<file path="src/rtl/mbscore_ifetch_pkg.sv">
// -----------------------------------------------------------------------------
// mbscore_ifetch_pkg
// Shared constants for the MBScore instruction-fetch slice: default data and
// address widths, instruction size in bytes, default reset PC and the fetch
// sequencer state encoding.
// -----------------------------------------------------------------------------
package mbscore_ifetch_pkg;

    localparam int          IF_DATA_WIDTH = 32;
    localparam int          IF_ADDR_WIDTH = 32;
    localparam int          IF_INST_BYTES = 4;
    localparam logic [31:0] IF_RESET_PC   = 32'h0000_0000;

    typedef enum logic [1:0] {
        IF_IDLE  = 2'd0,  // no request outstanding
        IF_REQ   = 2'd1,  // request outstanding, response will be kept
        IF_DRAIN = 2'd2   // request outstanding, response will be dropped
    } if_state_t;

endpackage : mbscore_ifetch_pkg

</file>
<file path="src/rtl/mbscore_ifetch_fifo.sv">
// -----------------------------------------------------------------------------
// mbscore_ifetch_fifo
// First-word fall-through synchronous FIFO holding {inst, pc} entries.
//   clk, rst_n : clock, asynchronous active-low reset
//   push/wdata : write an entry
//   pop        : consume the head (ignored when empty)
//   flush      : discard all entries; wins over push and pop
//   rdata      : head entry (contents undefined when empty)
//   count      : number of stored entries, 0..DEPTH
//   empty/full : status flags
// Push and pop in the same cycle are allowed when full (the pop frees a slot).
// -----------------------------------------------------------------------------
module mbscore_ifetch_fifo #(
    parameter int WIDTH = 64,
    parameter int DEPTH = 4
) (
    input  logic                     clk,
    input  logic                     rst_n,
    input  logic                     push,
    input  logic [WIDTH-1:0]         wdata,
    input  logic                     pop,
    input  logic                     flush,
    output logic [WIDTH-1:0]         rdata,
    output logic [$clog2(DEPTH):0]   count,
    output logic                     empty,
    output logic                     full
);

    localparam int             PW      = $clog2(DEPTH);
    localparam logic [PW:0]    CNT_ONE = (PW+1)'(1);
    localparam logic [PW:0]    CNT_MAX = (PW+1)'(DEPTH);
    localparam logic [PW-1:0]  PTR_ONE = PW'(1);

    logic [WIDTH-1:0] mem [DEPTH];
    logic [PW-1:0]    wr_ptr;
    logic [PW-1:0]    rd_ptr;
    logic             do_push;
    logic             do_pop;

    assign empty   = (count == '0);
    assign full    = (count == CNT_MAX);
    assign do_pop  = pop && !empty;
    assign do_push = push && (!full || do_pop);
    assign rdata   = mem[rd_ptr];

    // NOTE: storage has no reset; only the pointers and count define which
    // entries are meaningful, so resetting the array would only cost logic.
    always_ff @(posedge clk) begin
        if (do_push && !flush) begin
            mem[wr_ptr] <= wdata;
        end
    end

    // NOTE: state registers use non-blocking assignments so every flop
    // samples the pre-edge values regardless of statement order.
    always_ff @(posedge clk or negedge rst_n) begin
        if (!rst_n) begin
            wr_ptr <= '0;
            rd_ptr <= '0;
            count  <= '0;
        end else if (flush) begin
            wr_ptr <= '0;
            rd_ptr <= '0;
            count  <= '0;
        end else begin
            if (do_push) wr_ptr <= wr_ptr + PTR_ONE;
            if (do_pop)  rd_ptr <= rd_ptr + PTR_ONE;
            case ({do_push, do_pop})
                2'b10:   count <= count + CNT_ONE;
                2'b01:   count <= count - CNT_ONE;
                default: count <= count;
            endcase
        end
    end

    // The controller only requests when a slot is guaranteed, so a push
    // into a full FIFO without a matching pop means the slot logic is broken.
    always_ff @(posedge clk) begin
        if (rst_n && !flush) begin
            a_no_overflow: assert (!(push && full && !pop))
                else $error("ifetch fifo overflow");
        end
    end

endmodule : mbscore_ifetch_fifo

</file>
<file path="src/rtl/mbscore_ifetch_ctrl.sv">
// -----------------------------------------------------------------------------
// mbscore_ifetch_ctrl
// Instruction-fetch sequencer: owns the fetch PC, issues single-outstanding
// requests to instruction memory, buffers returned words in a prefetch FIFO
// and presents them to the core through a valid/ready handshake. Redirects
// flush the buffer and drop any response still in flight.
//   clk, rst_n            : clock, asynchronous active-low reset
//   imem_req/imem_addr    : memory request, address held until imem_ack
//   imem_ack/imem_rdata   : memory response (may come in the first req cycle)
//   redirect_valid/_pc    : new fetch target from the core (low 2 bits ignored)
//   inst_valid/inst/inst_pc/inst_ready : head of the prefetch buffer
// -----------------------------------------------------------------------------
module mbscore_ifetch_ctrl
    import mbscore_ifetch_pkg::*;
#(
    parameter int                    DATA_WIDTH = IF_DATA_WIDTH,
    parameter int                    ADDR_WIDTH = IF_ADDR_WIDTH,
    parameter int                    FIFO_DEPTH = 4,
    parameter logic [ADDR_WIDTH-1:0] RESET_PC   = ADDR_WIDTH'(IF_RESET_PC)
) (
    input  logic                  clk,
    input  logic                  rst_n,
    output logic                  imem_req,
    output logic [ADDR_WIDTH-1:0] imem_addr,
    input  logic                  imem_ack,
    input  logic [DATA_WIDTH-1:0] imem_rdata,
    input  logic                  redirect_valid,
    input  logic [ADDR_WIDTH-1:0] redirect_pc,
    output logic                  inst_valid,
    output logic [DATA_WIDTH-1:0] inst,
    output logic [ADDR_WIDTH-1:0] inst_pc,
    input  logic                  inst_ready
);

    localparam int             CW       = $clog2(FIFO_DEPTH) + 1;
    localparam int             EW       = DATA_WIDTH + ADDR_WIDTH;
    localparam logic [CW-1:0]  DEPTH_M1 = CW'(FIFO_DEPTH - 1);

    if_state_t             state_q, state_d;
    logic [ADDR_WIDTH-1:0] fetch_pc_q, fetch_pc_d;
    logic [ADDR_WIDTH-1:0] addr_q, addr_d;
    logic [ADDR_WIDTH-1:0] pc_plus4;
    logic [ADDR_WIDTH-1:0] redirect_target;
    logic                  push;
    logic                  pop;
    logic [EW-1:0]         head;
    logic [CW-1:0]         count;
    logic [CW-1:0]         count_after_pop;
    logic                  fifo_empty;
    logic                  fifo_full;
    logic                  unused_pc_bits;

    assign redirect_target = {redirect_pc[ADDR_WIDTH-1:2], 2'b00};
    assign unused_pc_bits  = ^redirect_pc[1:0];
    assign pc_plus4        = fetch_pc_q + ADDR_WIDTH'(IF_INST_BYTES);
    assign pop             = inst_valid && inst_ready;
    // pop is only ever set when count > 0, so this cannot underflow.
    assign count_after_pop = count - CW'(pop);

    mbscore_ifetch_fifo #(
        .WIDTH (EW),
        .DEPTH (FIFO_DEPTH)
    ) u_fifo (
        .clk   (clk),
        .rst_n (rst_n),
        .push  (push),
        .wdata ({imem_rdata, imem_addr}),
        .pop   (pop),
        .flush (redirect_valid),
        .rdata (head),
        .count (count),
        .empty (fifo_empty),
        .full  (fifo_full)
    );

    always_ff @(posedge clk or negedge rst_n) begin
        if (!rst_n) begin
            state_q    <= IF_IDLE;
            fetch_pc_q <= RESET_PC;
            addr_q     <= RESET_PC;
        end else begin
            state_q    <= state_d;
            fetch_pc_q <= fetch_pc_d;
            addr_q     <= addr_d;
        end
    end

    // While in IF_REQ, fetch_pc_q always equals the outstanding address; it
    // advances on ack and becomes the next request address if one follows.
    // NOTE: every always_comb output gets a default before the case so no
    // path leaves a signal unassigned and no latch is inferred.
    always_comb begin
        state_d    = state_q;
        fetch_pc_d = fetch_pc_q;
        addr_d     = addr_q;
        push       = 1'b0;
        case (state_q)
            IF_IDLE: begin
                if (redirect_valid) begin
                    fetch_pc_d = redirect_target;
                end else if (!fifo_full) begin
                    state_d = IF_REQ;
                    addr_d  = fetch_pc_q;
                end
            end
            IF_REQ: begin
                if (redirect_valid) begin
                    fetch_pc_d = redirect_target;
                    state_d    = imem_ack ? IF_IDLE : IF_DRAIN;
                end else if (imem_ack) begin
                    push       = 1'b1;
                    fetch_pc_d = pc_plus4;
                    // count + 1 - pop < DEPTH: a slot remains after this push.
                    if (count_after_pop < DEPTH_M1) begin
                        addr_d = pc_plus4;
                    end else begin
                        state_d = IF_IDLE;
                    end
                end
            end
            IF_DRAIN: begin
                if (redirect_valid) begin
                    fetch_pc_d = redirect_target;
                end
                if (imem_ack) begin
                    state_d = IF_IDLE;
                end
            end
            default: state_d = IF_IDLE;
        endcase
    end

    assign imem_req   = (state_q != IF_IDLE);
    assign imem_addr  = addr_q;
    assign inst_valid = !fifo_empty;
    assign inst       = fifo_empty ? '0 : head[ADDR_WIDTH +: DATA_WIDTH];
    assign inst_pc    = fifo_empty ? '0 : head[ADDR_WIDTH-1:0];

endmodule : mbscore_ifetch_ctrl

</file>
<file path="config.mk">
export PLATFORM = sky130hd
export DESIGN_NAME = mbscore_ifetch_ctrl
export DESIGN_NICKNAME = d
export VERILOG_FILES = /design/src/rtl/mbscore_ifetch_pkg.sv /design/src/rtl/mbscore_ifetch_fifo.sv /design/src/rtl/mbscore_ifetch_ctrl.sv
export SDC_FILE = /design/constraint.sdc
export NUM_CORES = 1
export LEC_CHECK = 0
export CAP_MARGIN = 30
export CORE_MARGIN = 2
export CORE_UTILIZATION = 44
export DETAILED_ROUTE_END_ITERATION = 16
export GPL_TIMING_DRIVEN = 0
export PLACE_DENSITY = 0.66
export SLEW_MARGIN = 10
export SYNTH_ARGS = -nofsm -noshare
export SYNTH_HDL_FRONTEND = slang
export SYNTH_SLANG_ARGS = --single-unit
</file>
<file path="constraint.sdc">
create_clock -name clk -period 3.8 [get_ports clk]
set_input_delay 0.38 -clock clk [delete_from_list [all_inputs] [get_ports clk]]
set_output_delay 0.38 -clock clk [all_outputs]
set_load 0.02 [all_outputs]
</file>
==> run_results.csv, run 1 <==
group,metric,value,unit
outcome,outcome,"completed",
worst_setup_path,crit_cells,5,
worst_setup_path,crit_family,"buffers and inverters",
power,p_leak,5.75,nW
route,viasPerCell,5.41,
worst_setup_path,cp-end-kind,"primary output",
worst_setup_path,rrSetupSlack,0.90,ns
timing,fin_crit_sh,91.2,%
job,timing.max_cap.violations,0,
global_routing,grt-ovfl-total,0,
logic_synthesis,ys_types,64,
route,drtIter0Drc,619,
worst_setup_path,critical-path-slowest-cell,"clkbuf_1",
worst_setup_path,start_kind,"flip-flop",
power,powerDensity,673,nW/um^2
logic_synthesis,synth_top_area_share,54.9,%
power,combPwrFrac,30.2,%
route,wl,29900,um
finish,final_net_count,1166,
logic_synthesis,ys_seq_area_share,67.7,%
logic_synthesis,synth_compound_area_share,5.83,%
worst_setup_path,cp-endpoint,"inst_pc[22]",
logic_synthesis,async_flop_share,21.8,%
clock_network,cts.sinks,317,
logic_synthesis,ys.flop_type,"edfxtp_1",
timing,worst_pin_slew,0.714,ns
die,io_pins,167,
logic_synthesis,synth.area.top_cells,"edfxtp_1 (55%), dfrtp_1 (13%), mux4_2 (10%), and2_1 (3.2%), nand2_1 (1.6%)",
power,p_sw_share,31.5,%
clock_network,htree_num_levels,2,
clock_network,cts_setup_buffers,0,
die,start_util,44.6,%
global_routing,grt_pass1_wl,46800,um
place,gp_congestion,0.897,
logic_synthesis,synth_fa_ha_area_share,0.794,%
worst_setup_path,worstPathRequired,3.42,ns
worst_setup_path,path_max_fanout,10,
power,seq_power_share,41.2,%
min_path,hold_class,"primary input to asynchronous set/reset pin",
power,pwr-share-clk,28.6,%
route,wire_per_inst,19.8,um
finish,final_common_cell,"edfxtp_1",
timing,maxSlewViolCount,0,
finish,drive_above_1_share,14.7,%
timing,fin_ws,0.333,ns
logic_synthesis,synth_top_family_by_area,"multiplexers",
worst_setup_path,arrival,3.09,ns
clock_network,cts_root_buffer,"clkbuf_16",
finish,area_delta_synth_final,24.7,%
finish,most-common-layout-cells,"edfxtp_1 (248), clkdlybuf4s50_1 (159), dfrtp_1 (69)",
timing,fin_skew,0.0132,ns
worst_setup_path,setup.worst_path.class,"flip-flop to primary output",
timing,hold_viol,0,
logic_synthesis,syn_area,13600,sq um
route,drc,0,
global_routing,grt_pass1_vias,8038,
finish,diodes,0,
die,fp.dieArea,32200,sq um
die,die_w,180,um
route,drtAntennaViolNets,0,
route,num_vias,8172,
clock_network,cts_tree,"done",
logic_synthesis,ys_warn_count,0,
logic_synthesis,synth_mux_area_share,10.6,%
place,place_ws,0.456,ns
power,ir_drop,0.246,mV
logic_synthesis,synthSimpleGateAreaFrac,10.5,%
place,portBuffers,160,
worst_setup_path,rr_endpoint,"imem_addr[29]",
logic_synthesis,synth_area_leader_cell,"edfxtp_1",
timing,slew_headroom,52.4,%
place,dp_hpwl,19700,um
power,p_sw,3.59,mW
timing,rsz0062_at_grt,"no",
global_routing,grt_max_degree,48,
global_routing,antenna_found_initial,1,
place,dpl_cell_area,15800,sq um
logic_synthesis,synth_edf_count,248,
power,internal_power,7.79,mW
worst_setup_path,crit_start,"u_fifo.rd_ptr[1]",
clock_network,cts.path.max_buffers,3,
worst_setup_path,max_stage_delay,0.62,ns
die,core,30400,sq um
clock_network,cts.clk_slew.worst_paths,0.06,ns
logic_synthesis,synth-xor-area-share,2.20,%
logic_synthesis,syn_avg_cell_area,15.3,sq um
route,drtPass1Iterations,5,
timing,fmax,0.288,GHz
worst_setup_path,r2r-start,"u_fifo.count[0]",
die,fp.dieH,180,um
worst_setup_path,timing.critical_path.mode_cell,"clkbuf_1",
timing,period_minus_slack,3.47,ns
die,num_rows,64,
timing,setup_violations,0,
logic_synthesis,ys_ff_latch,317,
logic_synthesis,syn_inst,884,
worst_setup_path,critical_path.cell_chain,"clkbuf_1 -> clkbuf_1 -> mux4_2 -> and2_1 -> clkdlybuf4s50_1",
global_routing,grt_use_total,18.3,%
clock_network,numCtsBuffers,35,
finish,final_cell_area,16900,sq um
worst_setup_path,reg2regPathDepth,9,
clock_network,worstSkewPairLatency,0.50,ns
worst_setup_path,crit_buf_inv,3,
==> worst min path at each step <==
stage,start,end,slack [ns]
4_1_cts,rst_n,fetch_pc_q[19],0.37
5_1_grt,rst_n,imem_addr[8],0.41
3_3_place_gp,fetch_pc_q[31],fetch_pc_q[31],0.52
2_1_floorplan,rst_n,fetch_pc_q[10],0.08
3_5_place_dp,rst_n,imem_addr[8],0.37
6_report,rst_n,fetch_pc_q[9],0.37
==> state kept, by name (all words and copies together) (netlist names) <==
name and cells:
u_fifo.mem 248, fetch_pc_q 30, imem_addr 30, u_fifo.count 3
state_q 2, u_fifo.rd_ptr 2, u_fifo.wr_ptr 2
==> cells by family after synthesis <==
family          count (synthesis)
flops                         317
mux                            66
simple gates                  259
compound gates                129
other cells                     1
fa+ha+maj                       8
buf+inv                        70
xor+xnor                       34
==> routing by layer <==
metal	share of wire (%)	vias up	track usage, %
met4	1.5	2	3.90
met1	44	4086	25.5
li1	-	3790	-
met3	5.5	42	3.20
met2	49	252	30.6
met5	0.043	-	0
==> area by class of cell <==
class	instances	area [sq um]
fillers	2502	13500
flip-flops and latches	317	9170
multi-input cells	500	4080
repair buffers	166	1730
clock buffers	42	955
well taps	396	495
plain buffers	63	299
clock inverters	20	154
inverters	6	22.5
==> synth_stat cells, drive strengths merged, types with 6 or more instances <==
library cell,number
a311oi,10
nand3,21
edfxtp,248
nand4,14
o21ai,47
xnor2,15
nor3,10
dfrtp,69
nor4,6
inv,6
and3,7
nand2,59
and4,7
mux4,62
and2,70
nor2,50
a21oi,33
buf,25
o22ai,7
clkbuf,39
ha,7
xor2,19
==> repair_timing <==
item / CTS / global route
setup endpoints to repair: 0 / 2
hold buffers: 1 / 0
hold endpoints to repair: 33 / 0
gates resized for setup: 0 / 0
==> power groups by stage <==
stage	logic (mW)	registers [mW]	clock network, mW
final	3.44	4.69	3.25
after floorplan	1.86	4.80	0
after detailed placement	3.52	4.74	0
after global placement	3.49	4.72	0
after global routing	3.72	4.75	3.46
after CTS	3.53	4.67	3.34
==> metrics by stage <==
step	setup TNS (ns)	util, %	hold slack (ns)	total power, mW	instances
after floorplan	0	-	0.0844	6.66	887
after global placement	-346.57	51.5	0.522	8.21	1443
after detailed placement	0	51.9	0.369	8.27	1448
after CTS	0	55.6	0.370	11.5	1511
after global routing	0	55.6	0.407	11.9	1510
final	0	55.6	0.368	11.4	1510
(Power assumes the default switching activity.)
==> run 2: changes to the inputs <==
--- a/config.mk
+++ b/config.mk
@@ -11,6 +11,7 @@
 export DETAILED_ROUTE_END_ITERATION = 16
 export GPL_TIMING_DRIVEN = 0
 export PLACE_DENSITY = 0.66
+export SKIP_CTS_REPAIR_TIMING = 1
 export SLEW_MARGIN = 10
 export SYNTH_ARGS = -nofsm -noshare
 export SYNTH_HDL_FRONTEND = slang
==> run_results.csv, run 2 (synthesis gave the netlist of run 1 again) <==
group,metric,value,unit
clock_network,cts.path.max_buffers,3,
finish,area_delta_synth_final,24.7,%
die,fp.dieArea,32200,sq um
global_routing,grt_pass1_vias,8032,
die,num_rows,64,
timing,hold_viol,0,
worst_setup_path,max_stage_delay,0.62,ns
finish,stdcell_count,1510,
worst_setup_path,crit_family,"buffers and inverters",
worst_setup_path,timing.critical_path.mode_cell,"clkbuf_1",
finish,most-common-layout-cells,"edfxtp_1 (248), clkdlybuf4s50_1 (159), dfrtp_1 (69)",
route,wl,29900,um
min_path,hold_class,"primary input to asynchronous set/reset pin",
timing,worst_pin_slew,0.719,ns
global_routing,grt_pass1_wl,46800,um
timing,fin_setup_tns,0,ns
route,wire_per_inst,19.8,um
place,gp_congestion,0.897,
place,dpl_cell_area,15800,sq um
die,io_pins,167,
worst_setup_path,path_max_fanout,10,
global_routing,grt-ovfl-total,0,
place,place_ws,0.456,ns
worst_setup_path,start_kind,"flip-flop",
route,num_vias,8185,
job,timing.max_cap.violations,0,
die,die_w,180,um
route,drtPass1Iterations,5,
worst_setup_path,critical_path.cell_chain,"clkbuf_1 -> clkbuf_1 -> mux4_2 -> and2_1 -> clkdlybuf4s50_1",
finish,final_net_count,1166,
worst_setup_path,critical-path-slowest-cell,"clkbuf_1",
route,drtAntennaViolNets,0,
finish,largest_register_ffs,248,
timing,holdWs,0.368,ns
timing,rsz0062_at_grt,"no",
clock_network,cts.clk_slew.worst_paths,0.06,ns
clock_network,cts_root_buffer,"clkbuf_16",
timing,maxSlewViolCount,0,
route,viasPerCell,5.42,
worst_setup_path,rr_endpoint,"imem_addr[29]",
finish,final_common_cell,"edfxtp_1",
place,portBuffers,160,
clock_network,htree_num_levels,2,
route,drc,0,
clock_network,worstSkewPairLatency,0.50,ns
outcome,outcome,"completed",
die,fp.dieH,180,um
global_routing,grt_use_total,18.3,%
global_routing,grt_max_degree,48,
die,core,30400,sq um
clock_network,cts_tree,"done",
clock_network,cts.sinks,317,
worst_setup_path,r2r-start,"u_fifo.count[0]",
timing,period_minus_slack,3.47,ns
worst_setup_path,cp-end-kind,"primary output",
power,ir_drop,0.246,mV
die,start_util,44.6,%
timing,fin_skew,0.0138,ns
global_routing,antenna_found_initial,1,
worst_setup_path,arrival,3.09,ns
timing,slew_headroom,52.0,%
finish,drive_above_1_share,14.7,%
place,dp_hpwl,19700,um
route,drtIter0Drc,571,
finish,regMostFlops,"u_fifo.mem",
worst_setup_path,worstPathRequired,3.42,ns
finish,diodes,0,
place,dp.cells,1448,
worst_setup_path,crit_buf_inv,3,
worst_setup_path,reg2regPathDepth,9,
power,powerDensity,673,nW/um^2
timing,fin_ws,0.327,ns
timing,fin_crit_sh,91.4,%
finish,nFillCells,2502,
power,p_leak,5.75,nW
clock_network,numCtsBuffers,35,
finish,final_cell_area,16900,sq um
worst_setup_path,setup.worst_path.class,"flip-flop to primary output",
timing,setup_violations,0,
timing,fmax,0.288,GHz
worst_setup_path,rrSetupSlack,0.90,ns
run 2: per-stage QoR:
| stage | utilization (%) | power [mW] |
|---|---|---|
| after detailed placement | 51.9 | 8.27 |
| after global routing | 55.6 | 11.9 |
| after CTS | 55.6 | 11.5 |
| after floorplan | - | 6.66 |
| final | 55.6 | 11.4 |
| after global placement | 51.5 | 8.21 |
run 2: worst reg2reg max path: cells and delay by family, from the launching register on:
kind,cells,cell delay [ns]
AOI/OAI and AO/OA,3,1.06
buffers and inverters,2,0.54
DFF,1,0.46
adders and majority gates,2,0.39
xor gates and xnor gates,1,0.22
and+or+nand+nor,1,0.09
run 2: worst max path at each step:
stage,from,end,slack [ns],cells past startpoint
finish,u_fifo.rd_ptr[1],inst_pc[22],0.33,5
global route,u_fifo.rd_ptr[1],inst_pc[21],0.16,5
CTS,u_fifo.rd_ptr[0],inst_pc[21],0.08,5
detailed placement,redirect_valid,u_fifo.mem[2][3],0.46,6
global placement,redirect_valid,u_fifo.mem[0][61],-1.40,5
floorplan,state_q[1],u_fifo.mem[1][10],0.52,5
run 2: where the power goes:
part / internal, mW / total (mW) / switching [mW]
logic: 1.60 / 3.44 / 1.84
clock network: 1.93 / 3.26 / 1.33
registers: 4.26 / 4.68 / 0.420
total: 7.79 / 11.4 / 3.59
run 2: layer usage:
metal | share of wire [%] | vias to the layer above | track usage [%]
li1 | - | 3792 | -
met1 | 44 | 4099 | 25.5
met2 | 49 | 248 | 30.6
met3 | 5.6 | 44 | 3.20
met4 | 1.5 | 2 | 3.90
met5 | 0.043 | - | 0
run 2: layout make-up:
cell class	instances	area [sq um]	share of cell area [%]
sequential	317	9170	54.2
multi-input combinational	500	4080	24.1
timing repair buffer	166	1730	10.2
clock buffer	42	955	5.65
tap	396	495	2.93
buffer	63	299	1.77
clock inverter	20	154	0.910
inverter	6	22.5	0.133
==> run 3: changes to the inputs <==
--- a/config.mk
+++ b/config.mk
@@ -5,7 +5,6 @@
 export SDC_FILE = /design/constraint.sdc
 export NUM_CORES = 1
 export LEC_CHECK = 0
-export CAP_MARGIN = 30
 export CORE_MARGIN = 2
 export CORE_UTILIZATION = 44
 export DETAILED_ROUTE_END_ITERATION = 16
==> run_results.csv, run 3 (synthesis gave the netlist of run 1 again) <==
group,metric,value,unit
timing,rsz0062_at_grt,"no",
route,drtIter0Drc,542,
clock_network,cts_tree,"done",
place,gp_congestion,0.897,
clock_network,cts.sinks,317,
die,num_rows,64,
outcome,outcome,"completed",
global_routing,grt_use_total,18.3,%
finish,final_common_cell,"edfxtp_1",
min_path,hold_class,"primary input to asynchronous set/reset pin",
timing,setup_violations,0,
clock_network,numCtsBuffers,35,
global_routing,antenna_found_initial,1,
finish,drive_above_1_share,14.7,%
die,core,30400,sq um
finish,most-common-layout-cells,"edfxtp_1 (248), clkdlybuf4s50_1 (159), dfrtp_1 (69)",
power,p_leak,5.76,nW
route,wire_per_inst,19.8,um
route,drtAntennaViolNets,0,
global_routing,grt_max_degree,48,
worst_setup_path,arrival,3.02,ns
worst_setup_path,max_stage_delay,0.62,ns
worst_setup_path,start_kind,"flip-flop",
global_routing,grt-ovfl-total,0,
global_routing,grt_pass1_wl,46600,um
clock_network,htree_num_levels,2,
die,start_util,44.6,%
die,fp.dieArea,32200,sq um
die,fp.dieH,180,um
clock_network,worstSkewPairLatency,0.51,ns
finish,post-route-util,55.7,%
clock_network,cts.clk_slew.worst_paths,0.06,ns
worst_setup_path,setup.worst_path.class,"flip-flop to primary output",
power,powerDensity,677,nW/um^2
global_routing,top_usage_layer,"met2",
finish,final_net_count,1166,
place,portBuffers,160,
timing,worst_pin_slew,0.724,ns
timing,hold_viol,0,
finish,area_delta_synth_final,24.9,%
route,drtPass1Iterations,5,
global_routing,grt_pass1_vias,8097,
timing,holdWs,0.365,ns
worst_setup_path,timing.critical_path.mode_cell,"clkbuf_1",
die,io_pins,167,
worst_setup_path,path_max_fanout,10,
global_routing,globalRouteMet3Util,3.18,%
worst_setup_path,critical_path.cell_chain,"clkbuf_1 -> clkbuf_1 -> mux4_2 -> and2_1 -> clkdlybuf4s50_1",
timing,fmax,0.294,GHz
global_routing,gr-usage-met2,30.6,%
place,dp_hpwl,19700,um
clock_network,cts_root_buffer,"clkbuf_16",
route,wl,29900,um
global_routing,met1_usage,25.1,%
route,drc,0,
timing,slew_headroom,51.7,%
timing,period_minus_slack,3.40,ns
route,num_vias,8173,
job,timing.max_cap.violations,0,
worst_setup_path,cp-end-kind,"primary output",
power,ir_drop,0.304,mV
finish,regMostFlops,"u_fifo.mem",
clock_network,cts.path.max_buffers,3,
timing,fin_crit_sh,89.5,%
timing,maxSlewViolCount,0,
timing,fin_skew,0.0216,ns
die,die_w,180,um
finish,diodes,0,
finish,largest_register_ffs,248,
worst_setup_path,critical-path-slowest-cell,"clkbuf_1",
route,viasPerCell,5.42,
worst_setup_path,worstPathRequired,3.42,ns
==> run 3: area by class of cell <==
class                   instances  area [sq um]
plain buffers                  63           299
clock buffers                  43           958
clock inverters                18           174
fillers                      2491         13500
inverters                       6          22.5
multi-input cells             500          4080
flip-flops and latches        317          9170
well taps                     396           495
repair buffers                166          1730
==> run 3: final timing paths <==
path,startpoint,end,slack [ns],cells after the start
max in group asynchronous,rst_n,fetch_pc_q[27],2.87,3
hold / removal,rst_n,fetch_pc_q[9],0.36,2
setup reg to reg,u_fifo.count[0],imem_addr[22],0.92,9
min in group clk,redirect_pc[3],fetch_pc_q[3],0.45,3
setup / recovery,u_fifo.rd_ptr[1],inst_pc[22],0.40,5
hold reg to reg,fetch_pc_q[31],fetch_pc_q[31],0.54,1
==> run 3: worst max-delay path: cells and delay by family (launching register included) <==
family	cells	cell delay, ns
flip-flops	1	0.32
multiplexers	1	0.42
AND/OR/NAND/NOR	1	0.17
buffers and inverters	3	1.60
==> run 3: routing by layer <==
layer | vias up | routed length (um)
li1 | 3796 | -
met1 | 4096 | 13100
met2 | 232 | 14600
met3 | 47 | 1580
met4 | 2 | 523
met5 | - | 13
==> run 3: where the power goes <==
part / total, mW / switching (mW) / internal, mW / leakage (nW)
Sequential: 4.69 / 0.429 / 4.26 / 3.08
Combinational: 3.45 / 1.84 / 1.60 / 2.13
Clock: 3.33 / 1.33 / 2.00 / 0.546
==> run 3: per-stage QoR <==
stage / std cells / area (sq um) / setup slack (ns) / setup TNS, ns / power, mW
after floorplan: 887 / 13600 / 0.523 / 0 / 6.66
after global placement: 1443 / 15700 / -1.40 / -346.57 / 8.21
after detailed placement: 1448 / 15800 / 0.445 / 0 / 8.26
after CTS: 1509 / 16900 / 0.0884 / 0 / 11.6
after global routing: 1509 / 16900 / 0.199 / 0 / 12.0
final: 1509 / 16900 / 0.400 / 0 / 11.5
